### src/rtl/demux_pkg.sv
// Shared constants, state encoding and helpers for the demux1to8_stage block.
package demux_pkg;

    localparam int unsigned NUM_OUT         = 8;
    localparam int unsigned SEL_W           = 3;
    localparam int unsigned DEFAULT_TIMEOUT = 16;
    // Wide enough for the largest legal TIMEOUT (65535).
    localparam int unsigned CNT_W           = 16;

    typedef enum logic {
        DMX_EMPTY = 1'b0,
        DMX_FULL  = 1'b1
    } dmx_state_e;

    // One-hot decode of a destination code.
    function automatic logic [NUM_OUT-1:0] sel_onehot(input logic [SEL_W-1:0] sel);
        logic [NUM_OUT-1:0] vec;
        vec = '0;
        vec[sel] = 1'b1;
        return vec;
    endfunction

endpackage

### src/rtl/demux1to8_stage_if.sv
// Source/sink bundle for demux1to8_stage: one input word with a destination
// code, fanned out to eight one-hot valid lanes that share a single data bus.
interface demux1to8_stage_if
    import demux_pkg::*;
#(
    parameter int unsigned DATA_W = 32
);
    logic [DATA_W-1:0]  in_data;
    logic [SEL_W-1:0]   in_sel;
    logic               in_valid;
    logic               in_ready;
    logic [DATA_W-1:0]  out_data;
    logic [NUM_OUT-1:0] out_valid;
    logic [NUM_OUT-1:0] out_ready;
    logic               drop_pulse;

    // Environment side: drives the source and the per-channel readies.
    modport master (
        output in_data, in_sel, in_valid, out_ready,
        input  in_ready, out_data, out_valid, drop_pulse
    );

    // Demux stage side.
    modport slave (
        input  in_data, in_sel, in_valid, out_ready,
        output in_ready, out_data, out_valid, drop_pulse
    );
endinterface

### src/rtl/demux_wait_timer.sv
// Wait counter for a held word: clears on request, counts while enabled and
// flags the last allowed cycle (count == TIMEOUT-1).
module demux_wait_timer
    import demux_pkg::*;
#(
    parameter int unsigned TIMEOUT = DEFAULT_TIMEOUT
) (
    input  logic clk,
    input  logic rst_n,
    input  logic clear,
    input  logic enable,
    output logic expire
);
    localparam logic [CNT_W-1:0] LAST = CNT_W'(TIMEOUT - 1);

    logic [CNT_W-1:0] count_q;

    // Counter register; clear wins over enable.
    always_ff @(posedge clk or negedge rst_n) begin
        if (!rst_n) begin
            count_q <= '0;
        end else if (clear) begin
            count_q <= '0;
        end else if (enable && (count_q != LAST)) begin
            count_q <= count_q + 1'b1;
        end
    end

    // Expiry flag from the registered count, so it never loops back through ready.
    always_comb begin
        expire = (count_q == LAST);
    end

endmodule

### src/rtl/demux1to8_stage.sv
// Registered 1-to-8 demultiplexer stage with valid/ready flow control.
// Holds at most one word; a new word may be accepted in the same cycle the
// held one drains, giving one word per cycle with one-cycle latency.
// Optional feature: define DEMUX_TIMEOUT_EN to drop a word that has waited
// TIMEOUT consecutive cycles without being taken.
module demux1to8_stage
    import demux_pkg::*;
#(
    parameter int unsigned DATA_W  = 32,
    parameter int unsigned TIMEOUT = DEFAULT_TIMEOUT
) (
    input  logic              clk,
    input  logic              rst_n,
    demux1to8_stage_if.slave  bus
);
    dmx_state_e        state_q;
    logic [SEL_W-1:0]  sel_q;
    logic [DATA_W-1:0] data_q;

    logic full;
    logic drain;
    logic drop;
    logic ready;
    logic accept;

    // Handshake terms; only the selected channel's ready matters.
    always_comb begin
        full   = (state_q == DMX_FULL);
        drain  = full & bus.out_ready[sel_q];
        ready  = ~full | drain | drop;
        accept = bus.in_valid & ready;
    end

`ifdef DEMUX_TIMEOUT_EN
    logic expire;

    demux_wait_timer #(
        .TIMEOUT (TIMEOUT)
    ) u_wait_timer (
        .clk    (clk),
        .rst_n  (rst_n),
        .clear  (accept | drop),
        .enable (full & ~drain),
        .expire (expire)
    );

    // Drain has priority: a word taken on its last cycle is not dropped.
    always_comb begin
        drop = full & ~drain & expire;
    end
`else
    logic unused_timeout;

    // Without the timer a held word waits indefinitely.
    always_comb begin
        drop           = 1'b0;
        unused_timeout = (TIMEOUT > 32'd1);
    end
`endif

    // State, destination and data registers; data only moves on accept.
    always_ff @(posedge clk or negedge rst_n) begin
        if (!rst_n) begin
            state_q <= DMX_EMPTY;
            sel_q   <= '0;
            data_q  <= '0;
        end else begin
            if (accept) begin
                state_q <= DMX_FULL;
                sel_q   <= bus.in_sel;
                data_q  <= bus.in_data;
            end else if (drain || drop) begin
                state_q <= DMX_EMPTY;
            end
        end
    end

    // Output decode from the registered state.
    always_comb begin
        bus.in_ready   = ready;
        bus.out_data   = data_q;
        bus.out_valid  = full ? sel_onehot(sel_q) : '0;
        bus.drop_pulse = drop;
    end

endmodule

### src/flat_wrapper.sv
// flat-port wrapper written by rule: the top's interface ports become plain ports
module demux1to8_stage_flat import demux_pkg::*;
#(
    parameter int unsigned DATA_W  = 32,
    parameter int unsigned TIMEOUT = DEFAULT_TIMEOUT
)
  (clk, rst_n, bus_in_data, bus_in_sel, bus_in_valid, bus_out_ready, bus_in_ready, bus_out_data, bus_out_valid, bus_drop_pulse);
  demux1to8_stage_if #(.DATA_W(DATA_W)) bus_i ();
  input  logic clk;
  input  logic rst_n;
  input wire logic [$bits(bus_i.in_data)-1:0] bus_in_data;
  input wire logic [$bits(bus_i.in_sel)-1:0] bus_in_sel;
  input wire logic [$bits(bus_i.in_valid)-1:0] bus_in_valid;
  input wire logic [$bits(bus_i.out_ready)-1:0] bus_out_ready;
  output wire logic [$bits(bus_i.in_ready)-1:0] bus_in_ready;
  output wire logic [$bits(bus_i.out_data)-1:0] bus_out_data;
  output wire logic [$bits(bus_i.out_valid)-1:0] bus_out_valid;
  output wire logic [$bits(bus_i.drop_pulse)-1:0] bus_drop_pulse;
  assign bus_i.in_data = bus_in_data;
  assign bus_i.in_sel = bus_in_sel;
  assign bus_i.in_valid = bus_in_valid;
  assign bus_i.out_ready = bus_out_ready;
  assign bus_in_ready = bus_i.in_ready;
  assign bus_out_data = bus_i.out_data;
  assign bus_out_valid = bus_i.out_valid;
  assign bus_drop_pulse = bus_i.drop_pulse;
  demux1to8_stage #(.DATA_W(DATA_W), .TIMEOUT(TIMEOUT)) u_core (.clk(clk), .rst_n(rst_n), .bus(bus_i));
endmodule
### config.mk
export PLATFORM = sky130hd
export DESIGN_NAME = demux1to8_stage_flat
export DESIGN_NICKNAME = d
export VERILOG_FILES = /design/src/rtl/demux_pkg.sv /design/src/rtl/demux1to8_stage_if.sv /design/src/rtl/demux_wait_timer.sv /design/src/rtl/demux1to8_stage.sv /design/src/flat_wrapper.sv
export SDC_FILE = /design/constraint.sdc
export NUM_CORES = 1
export LEC_CHECK = 0
export CORE_MARGIN = 2
export CORE_UTILIZATION = 42
export CTS_BUF_LIST = sky130_fd_sc_hd__clkbuf_4 sky130_fd_sc_hd__clkbuf_8
export CTS_CLUSTER_DIAMETER = 30
export CTS_CLUSTER_SIZE = 24
export DETAILED_ROUTE_END_ITERATION = 16
export GPL_TIMING_DRIVEN = 0
export PLACE_DENSITY = 0.95
export SLEW_MARGIN = 20
export SYNTH_ARGS = -nofsm -noshare
export SYNTH_HDL_FRONTEND = slang
export SYNTH_SLANG_ARGS = --single-unit
### constraint.sdc
create_clock -name clk -period 4.2 [get_ports clk]
set_input_delay 0.84 -clock clk [delete_from_list [all_inputs] [get_ports clk]]
set_output_delay 0.84 -clock clk [all_outputs]
set_load 0.02 [all_outputs]
* Word-level counts from Yosys, hierarchy flattened
Cells that the tools add are included.
** Cells by class
- Order comparisons :: 2
- Muxes and demuxes :: 7
- Bitwise logic cells :: 4
- Reductions and logical operators :: 2
** Operator list (number)
- $mux W8 :: 1
- $lt A3 B4 Y1 const B :: 1
- $mux W1 :: 4
- $bmux W1 S3 :: 1
- $demux W1 S3 :: 1
- $ge A3 B1 Y1 const B :: 1
- $and A1 B1 Y1 :: 2
- $reduce_bool A2 Y1 :: 1
- $logic_and A1 B1 Y1 :: 1
- $not A1 Y1 :: 1
- $or A1 B1 Y1 :: 1
** Word-level totals
- Flip-flop bits (word level) :: 36
- Bits of input ports :: 46
- Output and inout port bits :: 42
- Logic and storage cells :: 18

* Depth between registers and ports, before layout
- Depth in word-level cells :: 6
- Gate-level depth with buffers :: 6
- Depth with buffers taken out :: 4

* Least setup slack after synthesis
Ideal clock, no wire load.
- Path kind :: input -> output
- Start point :: in bus_out_ready[3]
- End point :: out bus_in_ready
- Data arrival time :: 1813 ps
- Setup slack :: 1547 ps
- Stages :: 3
- Cell sequence :: mux4_2 nor2b_4 or2_2
** Between the ends
- Longest elaborated chain between the ends :: 4
** RTL lines
- start: declaration :: RTL line flat_wrapper.sv:14 : input wire logic [$bits(bus_i.out_ready)-1:0] bus_out_ready;
- $bmux W1 S3 :: RTL line demux1to8_stage.sv:29 : drain = full & bus.out_ready[sel_q];
- $mux W1 (implied by the code) :: RTL line demux1to8_stage.sv:29
- $and A1 B1 Y1 :: RTL line demux1to8_stage.sv:29
- $or A1 B1 Y1 :: RTL line demux1to8_stage.sv:30 : ready = ~full | drain | drop;
- end: declaration :: RTL line flat_wrapper.sv:15 : output wire logic [$bits(bus_i.in_ready)-1:0] bus_in_ready;
Every way passes these cells. The select of a mux whose other input is x is not followed.

* Worst setup path after layout
- Start point :: in bus_out_ready[2]
- End point :: out bus_in_ready
The elaborated chain is that of the path after synthesis.

==> results.cfg <==
[run_status]
run_status = finished clean

[clock_network]
post_cts_resized = 0
clock-sinks = 36
clock_path_buffers = 2
clkLatencyLatePin_ns = 0.33
post-cts-setup-buffers = 0
cts_hold_buf = 0
numCtsBuffers = 5
ctsHtreeMaxLevel = 2
cts_tree = yes
clockRootBuffer = clkbuf_4
clkTransAtPathRegs_ns = 0.10

[die]
initial_core_util_pct = 44.5
coreArea_um2 = 3420
io_pins = 88
dieHeight_um = 64.2
std_cell_rows = 21
die_width_um = 64.2
dieArea_um2 = 4120

[power]
p_sw_share_pct = 38.0
p_per_area_nw_per_um2 = 782
p_comb_share_pct = 58.7
irDropWorstVdd_v = 0.000511
pwr-share-seq_pct = 32.5
clock_power_share_pct = 8.8
internal_power_mw = 1.21
net-switching-power_mw = 0.744
cellLeakagePower_nw = 1.04

[global_routing]
grt_max_degree = 37
overflow = 0
grt_pass1_vias = 1351
grt_antenna_before_repair = 0
grt_pass1_wl_um = 6270
track_usage_pct = 19.9

[logic_synthesis]
netlist_top_cells_area = dfrtp_1, mux2_2, buf_6
synth_top_area_cell = dfrtp_1
syn_nets = 149
netlist_area_um2 = 1520
yosysSeqAreaShare_pct = 59.2
synth.top_cell.area_share_pct = 59.2
synthCells = 103
ys_types = 19
avgSynthCellArea_um2 = 14.8
ys_seq_elements = 36
synth_warnings = 0

[sta]
fin_setup_tns_ns = 0
finalCritPeriodShare_pct = 85.9
clock_skew_ns = 0.00369
rsz0062_at_grt = no
finalCriticalPeriod_ns = 3.61
max_freq_ghz = 0.277
drv_slew = 0
setup_viol = 0
finalHoldViolations = 0

[cells_and_area]
ff_latch_area_um2 = 901
layout.cells.non_filler = 243
nets = 243
final_common_cell = clkdlybuf4s50_1
syn_to_final_growth_pct = 64.6
num-fill-cells = 226
multi_input_area_um2 = 568
final_cell_mix = clkdlybuf4s50_1, dfrtp_1, mux2_2, nor2_1, clkbuf_4
diodes = 0
drive_gt1_share_pct = 24.4

[route]
drc = 0
drt_wl_total_um = 3740
drt_pass1_iterations = 2
dr.max_layer_used = met4
dr_total_vias = 1180
drt_iter0_drc = 21
wl_met2_um = 1960
ant_nets = 0
vias_per_cell = 4.86
drt-met1-wl_um = 1360
wl_met3_um = 360
wire_per_inst_um = 15.4

[setup_path]
worst_path_max_delay_cell = clkdlybuf4s50_1
arrival_ns = 2.77
required_ns = 3.36
cp-start-kind = input pin
worst_setup_path_end_kind = output port
path_cells = clkdlybuf4s50_1 > mux4_2 > nor2b_4 > or2_2 > clkdlybuf4s50_1
critPathKind = in2out
max_stage_delay_ns = 0.55
cp_max_fo = 3
cpMostUsedCell = clkdlybuf4s50_1

[min_path]
hp-class = in2async

[place]
dp_hpwl_um = 3010
dp.cells = 236
port_buffers = 86
gp_congestion = 0.758

[job]
cap_violations = 0
[synth_stat cells (all sizes together)]
master	instances
conb	1
mux4	1
mux2i	2
buf	5
nor2	7
nand2	4
nand2b	4
nor3	2
nor2b	1
mux2	33
o21ai	3
dfrtp	36
a32o	1
or2	1
o221ai	1
o2bb2ai	1
[worst max-delay path, delay by kind of cell]
kind,cells,cell delay [ns]
buffers and inverters,2,0.95
and+or+nand+nor,2,0.49
muxes,1,0.49
[path summary, 6_finish.rpt]
| path | startpoint | endpoint | slack, ns | depth (start not counted) |
|---|---|---|---|---|
| max | bus_out_ready[2] | bus_in_ready | 0.59 | 5 |
| min | rst_n | u_core.bus.out_data[15] | 0.47 | 2 |
| max reg2reg | u_core.sel_q[0] | u_core.bus.out_data[27] | 2.13 | 6 |
| min reg2reg | u_core.bus.out_data[18] | u_core.bus.out_data[18] | 0.51 | 1 |
| max in group asynchronous | rst_n | u_core.sel_q[0] | 3.56 | 2 |
| min in group clk | u_core.bus.out_data[18] | u_core.bus.out_data[18] | 0.51 | 1 |
[layer usage]
layer  track usage (%)  vias to the layer above
li1                  -                      545
met1              22.4                      565
met2              34.9                       61
met3              7.75                        9
met4              5.59                        0
met5                 0                        -
[logic make-up (layout without fill, tap and decap cells)]
logic type             after synthesis  count (layout)  share of synthesized area (%)
AOI/OAI and AO/OA                    6               6                           3.54
muxes                               36              36                           27.2
buffers and inverters                5              99                           3.45
other                                1               1                          0.246
DFF                                 36              36                           59.2
and+or+nand+nor                     19              19                           6.33
[sequential cells by signal, summed over array words and instances, names as in the netlist]
signal	cells
u_core.sel_q	3
u_core.full	1
u_core.bus.out_data	32
[power by group through the flow]
stage          combinational, mW  sequential, mW  clock (mW)
3_5_place_dp                1.16           0.646           0
2_1_floorplan              0.445           0.823           0
4_1_cts                     1.17           0.639       0.180
6_report                    1.15           0.636       0.173
3_3_place_gp                1.12           0.626           0
5_1_grt                     1.22           0.661       0.193
[stage by stage]
stage	instance area [um2]	setup slack [ns]	hold slack, ns	utilization [%]	power [mW]
4_1_cts	2500	0.581	0.458	73.3	1.98
3_3_place_gp	2440	0.593	0.476	71.4	1.75
6_report	2500	0.591	0.465	73.3	1.96
5_1_grt	2500	0.555	0.468	73.3	2.07
2_1_floorplan	1520	1.55	0.544	-	1.27
3_5_place_dp	2450	0.592	0.495	71.9	1.80
[layout make-up]
cell class / instances / area share (%)
flip-flops and latches: 36 / 36.0
repair buffers: 87 / 35.0
plain buffers: 5 / 2.10
well taps: 46 / 2.30
multi-input cells: 62 / 22.7
clock buffers: 6 / 1.80
clock inverters: 1 / 0.200
Power figures use the tool's default switching activity.
